[config.mk]
export PLATFORM = sky130hd
export DESIGN_NAME = perf_monitor
export DESIGN_NICKNAME = d
export VERILOG_FILES = /design/src/rtl/perf_monitor.sv
export SDC_FILE = /design/constraint.sdc
export NUM_CORES = 1
export LEC_CHECK = 0
export ABC_AREA = 1
export BUFFER_PORTS_ARGS = -buffer_cell sky130_fd_sc_hd__buf_2
export CAP_MARGIN = 20
export CORE_UTILIZATION = 30
export CTS_CLUSTER_DIAMETER = 150
export DETAILED_ROUTE_END_ITERATION = 8
export SLEW_MARGIN = 30
export SYNTH_ARGS = -nofsm -noshare
export SYNTH_HDL_FRONTEND = slang
export SYNTH_SLANG_ARGS = --single-unit
[constraint.sdc]
create_clock -name clk -period 3.5 [get_ports clk]
set_input_delay 0.7 -clock clk [delete_from_list [all_inputs] [get_ports clk]]
set_output_delay 0.7 -clock clk [all_outputs]
set_load 0.05 [all_outputs]
[src/rtl/perf_monitor.sv]
// perf_monitor: saturating cycle/instruction/event counters with a fixed post-stop drain window.
module perf_monitor #(
    parameter int CNT_W        = 32,
    parameter int N_EVT        = 4,
    parameter int DRAIN_CYCLES = 20,
    parameter int SEL_W        = $clog2(N_EVT + 2)
) (
    input  logic               clk,
    input  logic               rst,
    input  logic               start,
    input  logic               stop_req,
    input  logic               en,
    input  logic               inst_retire,
    input  logic [N_EVT-1:0]   evt,
    input  logic [SEL_W-1:0]   sel,
    output logic [CNT_W-1:0]   rd_data,
    output logic [N_EVT+1:0]   ovf,
    output logic               busy,
    output logic               draining,
    output logic               done
);
    localparam int NC = N_EVT + 2;
    // A one-cycle drain window still needs a one-bit counter.
    localparam int DW = (DRAIN_CYCLES > 1) ? $clog2(DRAIN_CYCLES) : 1;

    typedef enum logic [1:0] {IDLE, RUN, DRAIN, DONE} state_t;

    state_t            state, state_nx;
    logic [DW-1:0]     dcnt, dcnt_nx;
    logic [CNT_W-1:0]  cnt [NC];
    logic [NC-1:0]     inc;
    logic              active;

    always_comb begin
        state_nx = state;
        dcnt_nx  = dcnt;
        case (state)
            IDLE:    state_nx = start ? RUN : IDLE;
            RUN: begin
                if (start) state_nx = RUN;
                else if (stop_req) begin
                    state_nx = DRAIN;
                    dcnt_nx  = DW'(DRAIN_CYCLES - 1);
                end
            end
            DRAIN: begin
                if (start) state_nx = RUN;
                else if (dcnt == '0) state_nx = DONE;
                else dcnt_nx = dcnt - DW'(1);
            end
            default: state_nx = start ? RUN : DONE;
        endcase
    end

    assign busy     = (state == RUN) || (state == DRAIN);
    assign draining = state == DRAIN;
    assign done     = state == DONE;

    always_comb begin
        inc    = '0;
        active = en && !start;
        inc[0] = active && state == RUN;
        inc[1] = active && busy && inst_retire;
        for (int i = 0; i < N_EVT; i++) inc[i+2] = active && busy && evt[i];
    end

    always_ff @(posedge clk) begin
        if (rst) begin
            state <= IDLE;
            dcnt  <= '0;
            ovf   <= '0;
            for (int i = 0; i < NC; i++) cnt[i] <= '0;
        end else begin
            state <= state_nx;
            dcnt  <= dcnt_nx;
            if (start) begin
                ovf <= '0;
                for (int i = 0; i < NC; i++) cnt[i] <= '0;
            end else begin
                for (int i = 0; i < NC; i++)
                    if (inc[i]) begin
                        if (&cnt[i]) ovf[i] <= 1'b1;
                        else cnt[i] <= cnt[i] + CNT_W'(1);
                    end
            end
        end
    end

    always_comb begin
        rd_data = '0;
        for (int i = 0; i < NC; i++)
            if (sel == SEL_W'(i)) rd_data = cnt[i];
    end
endmodule
# Word-level counts from Yosys, hierarchy flattened
# Memories as Yosys holds them, arrays and structs flattened.
# Index checks and enable logic that the tools add are counted.
# totals
elab_cells	136
memories	1
reg_bits	13
latch_bits	0
input_bits	13
out_inout_bits	41
romBits	0
ram_bits	192
# mem_list
memory	depth	word_bits	read_ports	rd_clocked_by_memory_dff	wr	line	source
cnt	6	32	6	0	6	30	logic [CNT_W-1:0] cnt [NC];
# classes
n_div	0
n_lt_le_gt_ge	0
eq_ne	14
n_mul	0
n_bitwise	12
add_sub_neg	7
mux	65
n_shift	0
n_reduce_logical	29
# op_table
op	n
$mux W32	18
$reduce_and A33 Y1	6
$add A32 B1 Y32 const B	6
$reduce_and A32 Y1	6
$mux W1	36
$mux W5	4
$or A1 B1 Y1	12
$mux W2	5
$pmux W5 S2	1
$logic_and A1 B1 Y1	8
$ne A2 B2 Y1 const B	4
$eq A3 B2 Y1 const B	2
$eq A3 B3 Y1 const B	2
$pmux W2 S3	1
$logic_not A5 Y1	1
$reduce_and A5 Y1	1
$sub A5 B1 Y5 const B	1
$eq A2 B2 Y1 const B	2
$eq A3 B1 Y1 const B	1
$logic_not A3 Y1	1
$ne A3 B2 Y1 const B	1
$ne A3 B3 Y1 const B	1
$eq A2 B1 Y1 const B	1
$logic_not A2 Y1	1
other kinds (5)	5

# Logic depth before layout (Yosys ltp)
# Gate-level depths: netlist of run 1.
# depth
ltp_word	9
mapped_depth	11
depth_no_buf	11

# Least setup slack after synthesis of run 1
# No wires, ideal clock.
# synth_timing
path_type	reg-to-reg
startpoint	memory cnt[3][0]
endpoint	memory cnt[3][0] (enable)
period_less_slack_ns	2.744
n_path_buf	1
stages_incl_launch_ff	10
slack_ns	0.756
t_arrival_ns	2.183
setup_ns	0.561
required_time_ns	2.939
cell_sequence	edfxtp_1 > ha_1 > nand3_2 > nor2_4 > nand2_2 > nor2_2 > nand2_1 > nand3_2 > buf_6 > nand3_1
# synth_lines
item	line
start, declared	30

# Worst setup path in the final report of run 1
# layout_timing
startpoint	input port sel[1]
endpoint	output port rd_data[2]
# layout_via
elab_chain_cells	7
elab_cells_between_ends	12
cone_classes	5 x eq/ne; 6 x mux; 1 x reduce/logical
# layout_lines
item	line	source
start, declared	15	input logic [SEL_W-1:0] sel,
$logic_not A3 Y1	92	if (sel == SEL_W'(i)) rd_data = cnt[i];
$mux W32 (5 in a row)	92	
$mux W32 (*)	92	
end, declared	16	output logic [CNT_W-1:0] rd_data,
# Mark *: on every way between the ends. The rest lies on a longest branch, timed or not.

==> results of run 1 <==
==> sequential cells by signal, summed over array words and instances (netlist names) <==
name and flops:
cnt 192, ovf 6, dcnt 5, state 2
==> cell families after synthesis <==
kind of cell / synth area share
simple gates: 0.369
buf+inv: 0.0787
flops: 0.429
compound gates: 0.0720
xor+xnor: 0.0412
fa+ha+maj: 0.00980
==> layout by cell type (no fill, tap or decap), drive strengths merged, types with 4 or more instances in the layout <==
master / n
a21oi: 148
buf: 79
clkbuf: 37
clkinv: 9
dfxtp: 13
edfxtp: 192
ha: 11
inv: 236
nand2: 618
nand3: 93
nand3b: 26
nand4: 70
nor2: 334
nor3: 70
nor3b: 4
o21ai: 14
o22ai: 32
xnor2: 20
xor2: 46
==> where the power goes <==
group	internal, mW	switching (mW)
clock network	1.69	1.09
logic	0.136	0.420
registers	2.80	0.202
==> layout make-up <==
type / count / area [µm²]
clock buffer: 37 / 743
clock inverter: 12 / 133
fill: 4887 / 29800
inverter: 237 / 890
multi-input combinational: 1490 / 6920
sequential: 205 / 6030
tap: 600 / 751
timing repair buffer: 79 / 460
==> final timing paths <==
check	start	endpoint	cells after the start
worst min register to register	ovf[2]	ovf[2]	2
worst max-delay path	sel[1]	rd_data[2]	8
worst min-delay path	rst	dcnt[4]	2
worst max register to register	cnt[2][0]	cnt[2][20]	9
==> worst max-delay path, delay by kind of cell <==
kind	cells	cell delay, ns
compound gates	1	0.15
buf+inv	4	1.04
simple gates	3	0.53
==> per-layer routing <==
layer	vias up	share of wire	wire [µm]
li1	6606	-	-
met4	2	0.043	2290
met1	6440	0.43	22700
met3	112	0.097	5100
met5	-	0.00025	13
met2	642	0.43	22600
==> through the flow <==
stage / utilization / hold slack [ns]
final: 0.348 / 0.426
after global routing: 0.348 / 0.415
after CTS: 0.348 / 0.392
after detailed placement: 0.329 / 0.439
after global placement: 0.329 / 0.442
after floorplan: - / 0.448
==> key figures, run 1 <==
Cells and area
  – Number of nets in the final layout: 2064
  – # diodes: 0
  – Non-Filler Cell Area, Final: 0.0159 mm²
  – Area Overhead vs Synth: 13.4%
  – Number of non-filler instances in the completed layout: 2660
  – Proportion of layout cells with a drive suffix above 1: 0.0694

STA
  – Clock skew after layout: approximately 0.011 ns
  – Achievable frequency: between 0.3 and 0.4 GHz
  – RSZ-0062 raised after global routing: no
  – Max-slew violations: 0
  – Final critical path time including I/O delays and setup: approximately 3.1 ns
  – Sum Neg Setup Slack: 0 ns
  – Count of endpoints failing hold in the final timing report: 0
  – Slew headroom: 0.544
  – Fraction of the cycle the final worst path needs: 0.893
  – Least-Margin Pin Slew: approximately 0.68 ns
  – Count of endpoints failing setup in the final report: 0
  – Least setup slack across all paths after layout: around 0.37 ns

Clocking
  – Number of clock buffers inserted by TritonCTS: 27
  – Number of levels in the clock H-tree: 1
  – Clock Tree Buf Depth: 3
  – Master cell of the clock root buffer: sky130_fd_sc_hd__clkbuf_16
  – Clk_lat worst skew: around 0.55 ns
  – Hold buffer count at cts: 0
  – Total of cells resized after clock tree synthesis: 0
  – TritonCTS clock tree: yes
  – Clock-pin slew on the worst setup and hold paths: approximately 0.06 ns
  – Number of sinks handled by clock tree synthesis: slightly above 200
  – # Post-CTS Setup Buffers: 0

Die
  – I/O pin total: 54
  – Floorplan die height: 218 µm
  – Initial core utilization: 0.307
  – Area of the die: about 0.048 mm²
  – Total number of placement rows: 78
  – Die width: between 200 and 250 µm
  – Floorplan core area: around 0.046 mm²

Outcome
  – Outcome: complete, no violations

Logic synthesis
  – Number of enable flip-flop cells after synthesis: 192
  – Net Count, Synth: about 2000
  – Async set-or-reset flop fraction in the synthesized netlist: 0
  – Ranking of synthesized cells by area: sky130_fd_sc_hd__edfxtp_1 41%, sky130_fd_sc_hd__nand2_1 16%, sky130_fd_sc_hd__nor2_1 8.7%, sky130_fd_sc_hd__inv_1 6.3%, sky130_fd_sc_hd__a21oi_1 5.3%
  – Count of cell types in the netlist: 31
  – Leading area contributor after synthesis: sky130_fd_sc_hd__edfxtp_1
  – Register area share after synthesis: 0.429
  – Warnings from Yosys: 0
  – Avg Synthesized Cell Area: between 7 and 8 µm²
  – Yosys reg bits: 205
  – Most used flip-flop cell after synthesis: sky130_fd_sc_hd__edfxtp_1
  – List of most frequent post-synthesis cells: 616 x sky130_fd_sc_hd__nand2_1, 324 x sky130_fd_sc_hd__nor2_1, 236 x sky130_fd_sc_hd__inv_1
  – Most frequent cell after synthesis: sky130_fd_sc_hd__nand2_1
  – Post-synth top area share: 0.411
  – Count of mapped cells out of synthesis: approximately 2000
  – Post-synthesis instance area: approximately 0.014 mm²

Global route
  – Grt met1 use: 0.307
  – Total routing resource utilization after global routing: 0.222
  – Largest net degree at the start of global routing: 33
  – Met3 layer usage reported by global route: 0.0424
  – Met2 layer usage reported by global route: 0.338
  – First-pass GRT wire length: about 80000 µm
  – Initial antenna violation count: 1
  – Vias in the first global route: between 10000 and 15000
  – Routing layer with the top usage in global route: met2
  – Aggregate global routing overflow: 0

Critical path
  – Setup Crit Path Kind: in2out
  – CP startpoint kind: input pin
  – Slowest cell delay on critical path: around 0.52 ns
  – Worst path slowest cell: sky130_fd_sc_hd__inv_1
  – Series of cell instances along the critical path: buf_2 > inv_1 > nor2_1 > nand2_1 > inv_1 > a21oi_1 > nand4_1 > buf_2
  – Category of the worst setup path capture point: output port
  – Worst Path Max Fanout: 21
  – WP data required: between 2 and 3 ns
  – Flop2flop setup slack: between 0.9 and 1 ns
  – Arrival @ worst endpoint: 2.43 ns

Placement
  – # port buffers: 53
  – Cell area after placement: 0.0150 mm²
  – Cells after DPL: 2611
  – Worst Setup Slack post-DPL: approximately 0.46 ns
  – Final weighted congestion of routability-driven global placement: between 1 and 1.5
  – Detailed-placement wirelength estimate: between 40000 and 50000 µm

Detailed routing
  – # DRC: 0
  – Drt wl/cell: 19.8 µm
  – Final WL: approximately 53000 µm
  – Vias after detailed routing: 13802
  – First DRT Iteration DRCs: roughly 1600
  – Routed Antenna Nets: 0
  – DRT Pass-1 Iters: 6
  – Detailed-route vias per instance: around 5.2

Pwr
  – Power density cells: around 400 mW/mm²
  – Leakage power: approximately 5.3 nW
  – VDD IR max: between 0.0003 and 0.0004 V
  – Total power consumption of the routed design: around 6.3 mW

Run
  – Max-cap violations: 0

Min path
  – Min-delay worst type: in2reg
(Power assumes the default switching activity.)
==> inputs of run 2 (changes only) <==
- clock period: 3.5 -> 2.9 ns (I/O delays scaled with it)
==> key figures, run 2 (synthesis gave the netlist of run 1 again) <==
Cells and area
  – Register with the most flip-flops: cnt
  – Most common cell after layout, fill and taps aside: sky130_fd_sc_hd__nand2_1
  – Number of nets in the final layout: 2070 (+0.29%)
  – Largest registers: cnt: 192 flops, ovf: 6 flops, dcnt: 5 flops
  – Filler instances: 4912 (+0.51%)
  – Top library cells by usage in the layout, fill and taps aside: 616 x sky130_fd_sc_hd__nand2_1, 324 x sky130_fd_sc_hd__nor2_1, 236 x sky130_fd_sc_hd__inv_1
  – Multi-input gate area in the final layout: 0.00692 mm² (unchanged)
  – Utilization after layout: 0.350 (+0.00249)
  – Proportion of layout cells with a drive suffix above 1: 0.0722 (+0.00274)
  – Register Area: 0.00603 mm² (unchanged)
  – # diodes: 0 (unchanged)
  – Area Overhead vs Synth: 14.2%
  – Flip-flop count of the largest register after layout: 192 (unchanged)

Min path
  – Min-delay worst type: in2reg
  – Hold Startpoint: rst
  – Cell count of the worst hold path: 2 (unchanged)
  – Hold worst-path end: dcnt[0]

Critical path
  – Reg-to-reg endpoint: cnt[2][22]
  – Worst flop-to-flop path startpoint: cnt[2][1]
  – CP startpoint kind: flip-flop
  – Number of cells on the worst reg-to-reg path: 9 (unchanged)
  – Category of the worst setup path capture point: output port
  – Worst Path Max Fanout: 6 (-71%)
  – Setup Crit Path Kind: reg2out
  – Flop2flop setup slack: 0.58 ns (-0.33 ns)
  – WP data required: 2.32 ns (-0.48 ns)
  – Arrival @ worst endpoint: 2.20 ns (-0.23 ns)

STA
  – Count of endpoints failing hold in the final timing report: 0 (unchanged)
  – Slew headroom: 0.668 (+0.124)
  – Sum Neg Setup Slack: 0 ns (unchanged)
  – Max-slew violations: 0 (unchanged)
  – Final critical path time including I/O delays and setup: about 2.8 ns
  – RSZ-0062 raised after global routing: no
  – Count of endpoints failing setup in the final report: 0 (unchanged)
  – Achievable frequency: 0.360 GHz
  – Least-Margin Pin Slew: 0.498 ns (-0.185 ns)
  – Clock skew after layout: 0.0122 ns (+0.00104 ns)
  – Fraction of the cycle the final worst path needs: 0.959

Placement
  – Detailed-placement wirelength estimate: 41500 µm (-0.70%)
  – # port buffers: 53 (unchanged)
  – Final weighted congestion of routability-driven global placement: 1.01 (-3.3%)

Pwr
  – Leakage power: 5.37 nW (+0.86%)
  – Sw Ratio: 0.280 (+0.0103)
  – Combinational share of power: 0.093 (+0.005)
  – Power density cells: 471 mW/mm² (+18%)
  – VDD IR max: 0.000476 V (+22%)
  – Int Power: 5.44 mW (+18%)
  – Portion of total power attributed to the clock network: 0.430 (-0.009)
  – Switching power: 2.12 mW (+24%)
  – Sequential power share: 0.478 (+0.005)

Outcome
  – Outcome: complete, no violations

Clocking
  – Total of cells resized after clock tree synthesis: 0 (unchanged)
  – Clock-pin slew on the worst setup and hold paths: 0.06 ns (about the same)
  – TritonCTS clock tree: yes
  – Master cell of the clock root buffer: sky130_fd_sc_hd__clkbuf_16
  – Clk_lat worst skew: 0.55 ns (about the same)
  – Clock Tree Buf Depth: 3 (unchanged)
  – Hold buffer count at cts: 0 (unchanged)
  – Number of clock buffers inserted by TritonCTS: 27 (unchanged)
  – Number of levels in the clock H-tree: 1 (unchanged)
  – # Post-CTS Setup Buffers: 0 (unchanged)
  – Number of sinks handled by clock tree synthesis: 205 (unchanged)

Detailed routing
  – Drt wl/cell: 19.6 µm (-0.96%)
  – Detailed-route vias per instance: 5.19 (about the same)
  – # DRC: 0 (unchanged)
  – First DRT Iteration DRCs: 1442 (-11%)
  – Final WL: 52300 µm (-0.77%)
  – Routed Antenna Nets: 0 (unchanged)
  – DRT Pass-1 Iters: 6 (unchanged)
  – Vias after detailed routing: 13839 (+0.27%)

Global route
  – Largest net degree at the start of global routing: 33 (unchanged)
  – Initial antenna violation count: 0 (-1)
  – Vias in the first global route: 12927 (-1.1%)
  – First-pass GRT wire length: 78900 µm (-0.99%)
  – Total routing resource utilization after global routing: 0.219 (-0.00301)
  – Aggregate global routing overflow: 0 (unchanged)

Die
  – Area of the die: 0.0477 mm² (unchanged)
  – Total number of placement rows: 78 (unchanged)
  – I/O pin total: 54 (unchanged)
  – Floorplan core area: 0.0458 mm² (unchanged)
  – Floorplan die height: 218 µm (unchanged)
  – Die width: 218 µm (unchanged)
  – Initial core utilization: 0.307 (unchanged)

Run
  – Max-cap violations: 0 (unchanged)
[run 2: cell count changes in the layout (fill, tap and decap cells not counted), sizes merged]
cell / change
buf: +6
bufinv: -1
clkbuf: -4
clkinv: +1
clkinvlp: +2
inv: +1
[run 2: power groups by stage]
stage / Clock, mW / Combinational, mW / Sequential (mW)
6_report: 3.25 / 0.700 / 3.61
5_1_grt: 3.43 / 0.750 / 3.62
4_1_cts: 3.31 / 0.690 / 3.60
3_5_place_dp: 0 / 0.687 / 3.66
3_3_place_gp: 0 / 0.686 / 3.67
2_1_floorplan: 0 / 0.451 / 3.54
[run 2: worst max-delay path, cell delays in order (launching register included)]
cell	delay, ns
sky130_fd_sc_hd__edfxtp_1	0.47
sky130_fd_sc_hd__inv_1	0.21
sky130_fd_sc_hd__o22ai_1	0.12
sky130_fd_sc_hd__a21oi_1	0.13
sky130_fd_sc_hd__nand4_1	0.40
sky130_fd_sc_hd__buf_12	0.32
[run 2: worst max-delay path by stage]
| stage | start | end | slack, ns | cells after the start |
|---|---|---|---|---|
| 2_1_floorplan | cnt[3][0] | cnt[3][0] | 0.16 | 9 |
| 3_3_place_gp | sel[0] | rd_data[2] | 0.33 | 8 |
| 3_5_place_dp | sel[0] | rd_data[2] | 0.27 | 8 |
| 4_1_cts | cnt[1][2] | rd_data[2] | 0.15 | 5 |
| 5_1_grt | cnt[1][2] | rd_data[2] | 0.08 | 5 |
| 6_report | cnt[1][2] | rd_data[2] | 0.12 | 5 |
[run 2: layer usage]
metal  track usage  vias up  share of wire  routed length, µm
met1         0.300     6495           0.44              22800
met5             0        -              0                  0
li1              -     6618              -                  -
met2         0.347      630           0.45              23300
met3        0.0316       96          0.084               4410
met4        0.0804        0          0.034               1790
[run 2: through the flow]
stage	worst slack (ns)	hold WS (ns)	total power [mW]	instances	cell area, µm²
detailed placement	0.275	0.441	4.35	2617	15200
global placement	0.326	0.443	4.35	2617	15200
global route	0.0794	0.296	7.80	2665	16000
CTS	0.154	0.276	7.60	2665	16000
finish	0.120	0.305	7.56	2665	16000
floorplan	0.156	0.448	3.99	1968	14000
[run 2: final cells by class]
cell class,instances,share of cell area
sequential,205,0.376
timing repair buffer,85,0.0387
clock inverter,15,0.00819
tap,600,0.0468
clock buffer,33,0.0435
multi-input combinational,1490,0.432
inverter,237,0.0555
==> inputs of run 3 (changes only) <==
- CTS_BUF_LIST: not set -> sky130_fd_sc_hd__clkbuf_4 sky130_fd_sc_hd__clkbuf_8
- REMOVE_ABC_BUFFERS: not set -> 1
==> key figures, run 3 (synthesis gave the netlist of run 1 again) <==
Die
  – Initial core utilization: 0.307 (unchanged)
  – I/O pin total: 54 (unchanged)
  – Floorplan die height: 218 µm (unchanged)
  – Floorplan core area: 0.0458 mm² (unchanged)
  – Area of the die: 0.0477 mm² (unchanged)
  – Total number of placement rows: 78 (unchanged)
  – Die width: 218 µm (unchanged)

Critical path
  – CP startpoint kind: flip-flop
  – Worst flop-to-flop path startpoint: cnt[3][1]
  – Reg-to-reg endpoint: cnt[3][24]
  – Flop2flop setup slack: 0.44 ns (-0.14 ns)
  – Worst path slowest cell: sky130_fd_sc_hd__edfxtp_1
  – WP data required: 2.32 ns (about the same)
  – Slowest cell delay on critical path: 0.44 ns (-0.03 ns)
  – Series of cell instances along the critical path: inv_1 > o22ai_1 > a21oi_1 > nand4_1 > buf_2
  – Launching instance or port of the critical path: cnt[0][23]
  – Setup Crit Path Kind: reg2out
  – Number of cells on the worst reg-to-reg path: 9 (unchanged)
  – Arrival @ worst endpoint: 2.06 ns (-0.14 ns)
  – Category of the worst setup path capture point: output port
  – Worst Path Max Fanout: 4 (-2)

Cells and area
  – Area Overhead vs Synth: 14.3% (about the same)
  – Number of nets in the final layout: 2083 (+0.63%)
  – Register with the most flip-flops: cnt
  – # diodes: 0 (unchanged)
  – Proportion of layout cells with a drive suffix above 1: 0.0832 (+0.0111)
  – Flip-flop count of the largest register after layout: 192 (unchanged)
  – Largest registers: cnt: 192 flops, ovf: 6 flops, dcnt: 5 flops
  – Top library cells by usage in the layout, fill and taps aside: 616 x sky130_fd_sc_hd__nand2_1, 324 x sky130_fd_sc_hd__nor2_1, 236 x sky130_fd_sc_hd__inv_1
  – Most common cell after layout, fill and taps aside: sky130_fd_sc_hd__nand2_1

Clocking
  – Hold buffer count at cts: 0 (unchanged)
  – TritonCTS clock tree: yes
  – Clock Tree Buf Depth: 3 (unchanged)
  – Master cell of the clock root buffer: sky130_fd_sc_hd__clkbuf_8
  – Number of clock buffers inserted by TritonCTS: 42 (+56%)
  – Number of levels in the clock H-tree: 2 (+1)
  – Clk_lat worst skew: 0.62 ns (+0.07 ns)
  – Total of cells resized after clock tree synthesis: 0 (unchanged)
  – Number of sinks handled by clock tree synthesis: 205 (unchanged)
  – Clock-pin slew on the worst setup and hold paths: 0.06 ns (about the same)
  – # Post-CTS Setup Buffers: 0 (unchanged)

Global route
  – Initial antenna violation count: 0 (unchanged)
  – Vias in the first global route: 13388 (+3.6%)
  – First-pass GRT wire length: 78800 µm (-0.20%)
  – Aggregate global routing overflow: 0 (unchanged)
  – Largest net degree at the start of global routing: 33 (unchanged)
  – Total routing resource utilization after global routing: 0.218 (-0.000969)

STA
  – Fraction of the cycle the final worst path needs: 0.911 (-0.0481)
  – Clock skew after layout: 0.0352 ns (+0.0230 ns)
  – Least-Margin Pin Slew: 0.557 ns (+0.0591 ns)
  – Count of endpoints failing setup in the final report: 0 (unchanged)
  – RSZ-0062 raised after global routing: no
  – Least setup slack across all paths after layout: 0.259 ns (+0.140 ns)
  – Final critical path time including I/O delays and setup: 2.64 ns (-0.140 ns)
  – Max-slew violations: 0 (unchanged)
  – Count of endpoints failing hold in the final timing report: 0 (unchanged)
  – Slew headroom: 0.627 (-0.0417)
  – WHS: 0.250 ns (-0.0548 ns)
  – Achievable frequency: 0.379 GHz (+5.3%)

Pwr
  – Power density cells: 472 mW/mm² (+0.12%)
  – VDD IR max: 0.000329 V (-31%)
  – Leakage power: 5.41 nW (+0.63%)
  – Total power consumption of the routed design: 7.57 mW (+0.22%)

Min path
  – Min-delay worst type: in2reg
  – Cell count of the worst hold path: 2 (unchanged)
  – Hold Startpoint: rst
  – Hold worst-path end: dcnt[3]

Placement
  – Final weighted congestion of routability-driven global placement: 1.01 (-0.55%)
  – Worst Setup Slack post-DPL: 0.350 ns (+0.0753 ns)
  – Detailed-placement wirelength estimate: 40400 µm (-2.5%)
  – # port buffers: 53 (unchanged)

Detailed routing
  – # DRC: 0 (unchanged)
  – Detailed-route vias per instance: 5.23 (+0.72%)
  – DRT Pass-1 Iters: 8 (+2)
  – Routed Antenna Nets: 0 (unchanged)
  – Drt wl/cell: 19.3 µm (-1.6%)
  – Vias after detailed routing: 14075 (+1.7%)
  – First DRT Iteration DRCs: 1256 (-13%)
  – Final WL: 52000 µm (-0.65%)

Run
  – Max-cap violations: 0 (unchanged)

Outcome
  – Outcome: complete, no violations
-- run 3: cell types whose count changed in the layout (fill, tap and decap cells not counted), sizes merged --
| cell | before | now |
|---|---|---|
| buf | 85 | 83 |
| clkinv | 10 | 15 |
| inv | 237 | 238 |
| clkinvlp | 3 | 1 |
| clkbuf | 33 | 56 |
| bufinv | 2 | 3 |
-- run 3: metal layers --
metal  vias to the layer above  track usage  wire (µm)
met3                       158       0.0480       4980
met5                         -            0          0
met1                      6561        0.273      20800
met2                       709        0.352      23700
met4                         0        0.109       2490
li1                       6647            -          -
-- run 3: area by class of cell --
| class | instances | area (µm²) |
|---|---|---|
| fill | 4852 | 29700 |
| multi-input combinational | 1490 | 6920 |
| sequential | 205 | 6030 |
| inverter | 237 | 890 |
| tap | 600 | 751 |
| clock buffer | 56 | 696 |
| timing repair buffer | 83 | 598 |
| clock inverter | 20 | 171 |
-- run 3: critical path, delay by kind of cell, from the launching register on --
| kind | cells | cell delay (ns) |
|---|---|---|
| and+or+nand+nor | 1 | 0.20 |
| AOI/OAI and AO/OA | 2 | 0.29 |
| DFF | 1 | 0.44 |
| buffers and inverters | 2 | 0.53 |
-- run 3: worst max path at each step --
stage / end
5_1_grt: rd_data[3]
4_1_cts: rd_data[3]
3_5_place_dp: rd_data[19]
6_report: rd_data[23]
2_1_floorplan: rd_data[0]
3_3_place_gp: rd_data[19]
-- run 3: per-stage QoR --
stage | TNS (ns) | utilization | instance area (µm²) | cells
after floorplan | -17.26 | - | 13800 | 1932
after global placement | 0 | 0.332 | 15200 | 2615
after detailed placement | 0 | 0.332 | 15200 | 2615
after CTS | 0 | 0.351 | 16100 | 2691
after global routing | 0 | 0.351 | 16100 | 2691
final | 0 | 0.351 | 16100 | 2691
-- run 3: report_power, final --
part / leakage, nW / internal, mW / switching (mW) / total (mW)
Sequential: 2.25 / 3.37 / 0.228 / 3.60
Combinational: 2.71 / 0.183 / 0.521 / 0.704
Clock: 0.452 / 1.83 / 1.44 / 3.27
Total: 5.41 / 5.39 / 2.19 / 7.57
